[config.mk]
export PLATFORM = sky130hd
export DESIGN_NAME = life_array
export DESIGN_NICKNAME = d
export VERILOG_FILES = /design/src/rtl/life_array.sv
export SDC_FILE = /design/constraint.sdc
export NUM_CORES = 1
export LEC_CHECK = 0
export ABC_AREA = 1
export CAP_MARGIN = 10
export CORE_UTILIZATION = 55
export CTS_BUF_LIST = sky130_fd_sc_hd__clkbuf_2
export DETAILED_ROUTE_END_ITERATION = 8
export MAX_ROUTING_LAYER = met4
export PLACE_DENSITY = 0.87
export SLEW_MARGIN = 20
export SYNTH_ARGS = -nofsm -noshare
export SYNTH_HDL_FRONTEND = slang
export SYNTH_SLANG_ARGS = --single-unit
[constraint.sdc]
create_clock -name clk -period 3.6 [get_ports clk]
set_input_delay 0.36 -clock clk [delete_from_list [all_inputs] [get_ports clk]]
set_output_delay 0.36 -clock clk [all_outputs]
set_load 0.01 [all_outputs]
[src/rtl/life_array.sv]
// Parametrised Conway Game-of-Life cell array with single-cell writes,
// per-clock generation stepping and a raster-order serial scan-out port.
module life_array #(
    parameter  int ROWS  = 4,
    parameter  int COLS  = 4,
    parameter  int WRAP  = 0,
    parameter  int GEN_W = 16,
    localparam int RW    = (ROWS > 2) ? $clog2(ROWS) : 1,
    localparam int CW    = (COLS > 2) ? $clog2(COLS) : 1,
    localparam int N     = ROWS * COLS
) (
    input  logic             clk,
    input  logic             reset,
    input  logic [RW-1:0]    row,
    input  logic [CW-1:0]    col,
    input  logic             val,
    input  logic             write_enb,
    input  logic             scan,
    input  logic             run,
    output logic [N-1:0]     alive,
    output logic [GEN_W-1:0] generation,
    output logic             scan_valid,
    output logic [RW-1:0]    scan_row,
    output logic [CW-1:0]    scan_col,
    output logic             scan_val,
    output logic             scan_last
);

    localparam int IW = $clog2(N);

    typedef enum logic [0:0] {
        IDLE = 1'b0,
        SCAN = 1'b1
    } state_t;

    state_t        state_r;
    state_t        state_s;
    logic [N-1:0]  next_s;
    logic [N-1:0]  wsel_s;
    logic          beat_s;
    logic          restart_s;
    logic [IW-1:0] idx_r;
    logic [IW-1:0] beat_idx_s;
    logic [RW-1:0] pos_row_r;
    logic [RW-1:0] beat_row_s;
    logic [RW-1:0] nrow_s;
    logic [CW-1:0] pos_col_r;
    logic [CW-1:0] beat_col_s;
    logic [CW-1:0] ncol_s;

    // Neighbour indices are elaboration-time constants; off-board
    // neighbours are forced to 0 unless the board is toroidal.
    for (genvar gr = 0; gr < ROWS; gr++) begin : g_row
        for (genvar gc = 0; gc < COLS; gc++) begin : g_col
            localparam int UP  = (gr == 0) ? ROWS - 1 : gr - 1;
            localparam int DN  = (gr == ROWS - 1) ? 0 : gr + 1;
            localparam int LF  = (gc == 0) ? COLS - 1 : gc - 1;
            localparam int RT  = (gc == COLS - 1) ? 0 : gc + 1;
            localparam bit UOK = (WRAP != 0) || (gr > 0);
            localparam bit DOK = (WRAP != 0) || (gr < ROWS - 1);
            localparam bit LOK = (WRAP != 0) || (gc > 0);
            localparam bit ROK = (WRAP != 0) || (gc < COLS - 1);

            logic [7:0] nb_s;
            logic [3:0] cnt_s;

            assign nb_s[0] = (UOK && LOK) ? alive[UP*COLS + LF] : 1'b0;
            assign nb_s[1] = UOK          ? alive[UP*COLS + gc] : 1'b0;
            assign nb_s[2] = (UOK && ROK) ? alive[UP*COLS + RT] : 1'b0;
            assign nb_s[3] = LOK          ? alive[gr*COLS + LF] : 1'b0;
            assign nb_s[4] = ROK          ? alive[gr*COLS + RT] : 1'b0;
            assign nb_s[5] = (DOK && LOK) ? alive[DN*COLS + LF] : 1'b0;
            assign nb_s[6] = DOK          ? alive[DN*COLS + gc] : 1'b0;
            assign nb_s[7] = (DOK && ROK) ? alive[DN*COLS + RT] : 1'b0;

            // Population count of the eight neighbours.
            always_comb begin
                cnt_s = 4'd0;
                for (int k = 0; k < 8; k++) begin
                    cnt_s = cnt_s + {3'd0, nb_s[k]};
                end
            end

            assign next_s[gr*COLS + gc] = (cnt_s == 4'd3) ||
                                          (alive[gr*COLS + gc] && (cnt_s == 4'd2));
            // Out-of-range addresses never match any cell, so they are dropped.
            assign wsel_s[gr*COLS + gc] = (row == RW'(gr)) && (col == CW'(gc));
        end
    end

    // Scan FSM next-state; scan_last marks that the final beat is already out.
    always_comb begin
        state_s   = state_r;
        beat_s    = 1'b0;
        restart_s = 1'b0;
        case (state_r)
            IDLE: begin
                if (scan) begin
                    state_s   = SCAN;
                    beat_s    = 1'b1;
                    restart_s = 1'b1;
                end else begin
                    state_s = IDLE;
                end
            end
            SCAN: begin
                if (!scan || scan_last) begin
                    state_s = IDLE;
                end else begin
                    beat_s = 1'b1;
                end
            end
            default: begin
                state_s = IDLE;
            end
        endcase
    end

    // Position of the beat emitted at this edge and its raster successor.
    always_comb begin
        if (restart_s) begin
            beat_idx_s = '0;
            beat_row_s = '0;
            beat_col_s = '0;
        end else begin
            beat_idx_s = idx_r;
            beat_row_s = pos_row_r;
            beat_col_s = pos_col_r;
        end
        if (beat_col_s == CW'(COLS - 1)) begin
            ncol_s = '0;
            nrow_s = beat_row_s + RW'(1);
        end else begin
            ncol_s = beat_col_s + CW'(1);
            nrow_s = beat_row_s;
        end
    end

    // FSM state register.
    always_ff @(posedge clk or negedge reset) begin
        if (!reset) begin
            state_r <= IDLE;
        end else begin
            state_r <= state_s;
        end
    end

    // Board and generation: write beats step, stepping frozen while scanning.
    always_ff @(posedge clk or negedge reset) begin
        if (!reset) begin
            alive      <= '0;
            generation <= '0;
        end else if (write_enb) begin
            alive <= (alive & ~wsel_s) | (wsel_s & {N{val}});
        end else if (run && (state_r == IDLE)) begin
            alive      <= next_s;
            generation <= generation + GEN_W'(1);
        end
    end

    // Scan-out beat registers; row/col hold when no beat is issued.
    always_ff @(posedge clk or negedge reset) begin
        if (!reset) begin
            scan_valid <= 1'b0;
            scan_row   <= '0;
            scan_col   <= '0;
            scan_val   <= 1'b0;
            scan_last  <= 1'b0;
            idx_r      <= '0;
            pos_row_r  <= '0;
            pos_col_r  <= '0;
        end else if (beat_s) begin
            scan_valid <= 1'b1;
            scan_row   <= beat_row_s;
            scan_col   <= beat_col_s;
            scan_val   <= alive[beat_idx_s];
            scan_last  <= (beat_idx_s == IW'(N - 1));
            idx_r      <= beat_idx_s + IW'(1);
            pos_row_r  <= nrow_s;
            pos_col_r  <= ncol_s;
        end else begin
            scan_valid <= 1'b0;
            scan_val   <= 1'b0;
            scan_last  <= 1'b0;
        end
    end

endmodule

==> results_dict.tcl <==
set metrics [dict create \
    dominantRegCellSynth "dfrtp_1" \
    postRouteAntennaNets 0 \
    cts_buffer_depth 2 \
    routed_wl_mm 9.59 \
    fin_setup_tns_ns 0 \
    grt_pass1_wl_mm 16.4 \
    fmax_mhz 289 \
    ys_types 38 \
    antenna_found_initial 0 \
    rsz0062_at_grt "no" \
    ys_seq_area_frac 0.298 \
    first_iter_violations 287 \
    max-slew-margin-rel 0.581 \
    p_per_area_nw_per_um2 549 \
    synth_mux_area_frac 0.00538 \
    start_util 0.575 \
    avgViaCountPerCell 5.54 \
    fin_crit_ns 3.46 \
    fin_skew_ns 0.0231 \
    routabilityCongestion 0.924 \
    clkTransAtPathRegs_ns 0.29 \
    grt-ovfl-total 0 \
    end_kind "flip-flop" \
    syn-cell-area_um2 3950 \
    synth_top_area_frac 0.298 \
    cellLeakagePower_uw 0.00227 \
    syn_area_per_cell_um2 8.41 \
    startpoint_type "flip-flop" \
    tightestPinTransition_ns 0.628 \
    synth-simple-area-share 0.202 \
    numCtsBuffers 5 \
    setup_viol 0 \
    vdd_drop_max_uv 247 \
    track_usage 0.293 \
    area_delta_synth_final_pct 17.1 \
    path_buf_inv 2 \
    dieArea_um2 7530 \
    cap_violations 0 \
    cts_max_level 2 \
    io_buffers 48 \
    placedCellCount 612 \
    synth_area_leaders "dfrtp_1, fa_1, nand2_1" \
    wire_per_inst_um 15.4 \
    yosysWarningCount 0 \
    layout.nets 596 \
    clk-insertion-delay-late_ns 0.46 \
    synth_top_cell_by_area "dfrtp_1" \
    fp.dieW_um 86.8 \
    hold_class "in -> async" \
    critical-path-max-stage-delay_ns 0.53 \
    synth-edff-count 0 \
    crit_path_frequent_cell "fa_1" \
    pre_cts_ws_ns 0.248 \
    dpl.hpwl_mm 7.36 \
    first_global_vias 3413 \
    drive_gt1_frac 0.0705 \
    cts_tree "yes" \
    grt_start_max_net_pins 48 \
    fin_ws_ns 0.139 \
    diodes 0 \
    cts.sinks 47 \
    nFillCells 554 \
    required_ns 4.00 \
    cpMaxStageDelayCell "dfrtp_1" \
    first_pass_iters 6 \
    cts-root-buf "clkbuf_2" \
    drc 0 \
    synth_compound_area_frac 0.107 \
    ys_ff_latch 47 \
    design_area_um2 4630 \
    num_vias 3440 \
    utilization 0.674 \
    outcome "finished, final reports clean" \
    critPathArrivalTime_ns 3.86 \
    hold_violations 0 \
    stdcell_count 621 \
    finalMaxSlewViolations 0 \
    synthCells 470 \
    ctsResizeCount 0 \
    row_count 30 \
    ioPinCount 49 \
    core_area_um2 6870 \
    crit_type "reg -> reg" \
    period_share 0.961 \
    dpl_cell_area_um2 4540 \
    synth_top_family_by_area "adder cells" \
    synthAdderAreaFrac 0.265 \
    path_cells "inv_1, fa_1, fa_1, fa_1, inv_1, ha_1, fa_1, nand2_1, nor2_1, nand2_1, o21a_1, o22ai_1, nand2_1, o21ai_0" \
    synth-xor-area-share 0.0288 \
    critPathTopFamily "adder cells" \
    critPathMaxFanout 5 \
    die_h_um 86.8 \
    syn_nets 542 \
    async_flop_share 1.00 \
]
==> synthesized netlist by cell type (all sizes together) (5+ instances only) <==
cell    instances
fa             36
nand3          23
o32ai           5
o21ai          48
nor2           44
o211ai          6
nand2          99
xor2            9
inv            84
nor3            6
a21oi           6
buf             6
dfrtp          47
ha             26
==> per-layer routing <==
metal,up-vias,track usage,part of all wire
met5,-,-,0
met3,21,0.0486,0.075
li1,1604,-,-
met1,1653,0.394,0.42
met4,0,0.111,0.021
met2,162,0.448,0.48
==> stage by stage <==
stage               total power [uW]  hold WS, ns
finish                          2540        0.398
global route                    2780        0.424
CTS                             2530       0.0880
detailed placement              2200        0.455
global placement                2120        0.439
floorplan                       1670       0.0644
==> path summary, 6_finish.rpt <==
check / start / end / slack, ns / cells past startpoint
worst max-delay path: flip-flop / flip-flop / 0.14 / 14
max in group asynchronous: reset / generation[4] / 2.77 / 2
worst min register to register: pos_row_r[1] / pos_row_r[1] / 0.48 / 1
min in group clk: pos_row_r[1] / pos_row_r[1] / 0.48 / 1
worst max register to register: flip-flop / flip-flop / 0.14 / 14
worst min-delay path: reset / asynchronous set/reset pin / 0.40 / 2
==> layout make-up <==
type	count	area (um^2)	share of cell area
multi-input cells	330	2400	0.519
flip-flops and latches	47	1180	0.254
repair buffers	55	533	0.115
inverters	85	324	0.0700
well taps	96	120	0.0260
clock inverters	3	47.5	0.0103
clock buffers	5	25.0	0.00541
==> logic make-up after synthesis <==
family	Yosys count
AOI/OAI and AO/OA	74
xor gates and xnor gates	13
adders and majority gates	62
buffers and inverters	93
DFF	47
muxes	2
and+or+nand+nor	179
==> what timing repair did <==
item / 4_1_cts / 5_1_grt
hold buffers: 0 / 1
setup endpoints to repair: 0 / 0
setup buffers: 0 / 0
hold endpoints to repair: 0 / 47
==> worst reg2reg max path, cell delays in order (launching register included) <==
cell     delay, ns
dfrtp_1       0.53
inv_1         0.26
fa_1          0.48
fa_1          0.48
fa_1          0.49
inv_1         0.04
ha_1          0.21
fa_1          0.41
nand2_1       0.08
nor2_1        0.04
nand2_1       0.05
o21a_1        0.12
o22ai_1       0.06
nand2_1       0.08
o21ai_0       0.07
==> power by group <==
part | total, uW | leakage [uW] | internal [uW] | switching (uW)
Combinational | 1440 | 0.00162 | 620 | 818
Sequential | 780 | 0.000610 | 642 | 138
Clock | 322 | 0.0000436 | 122 | 200
==> cell usage in the layout, fill, tap and decap left out, types with 2 or more instances in the layout <==
master / netlist / layout
a21oi_1: 6 / 6
a31oi_1: 2 / 2
buf_4: 2 / 7
clkbuf_2: 0 / 5
clkdlybuf4s50_1: 0 / 47
clkinv_4: 1 / 2
dfrtp_1: 47 / 47
fa_1: 36 / 36
ha_1: 26 / 26
inv_1: 76 / 76
inv_2: 8 / 8
nand2_1: 96 / 96
nand2_2: 2 / 2
nand3_1: 22 / 22
nand4_1: 4 / 4
nor2_1: 36 / 36
nor2_2: 5 / 5
nor2_4: 3 / 3
nor3_1: 5 / 5
o211ai_1: 6 / 6
o21a_1: 2 / 2
o21ai_0: 47 / 47
o22ai_1: 3 / 3
o32ai_1: 5 / 5
xnor2_1: 4 / 4
xor2_1: 9 / 9
No activity file was read; power rests on OpenSTA's default activity.
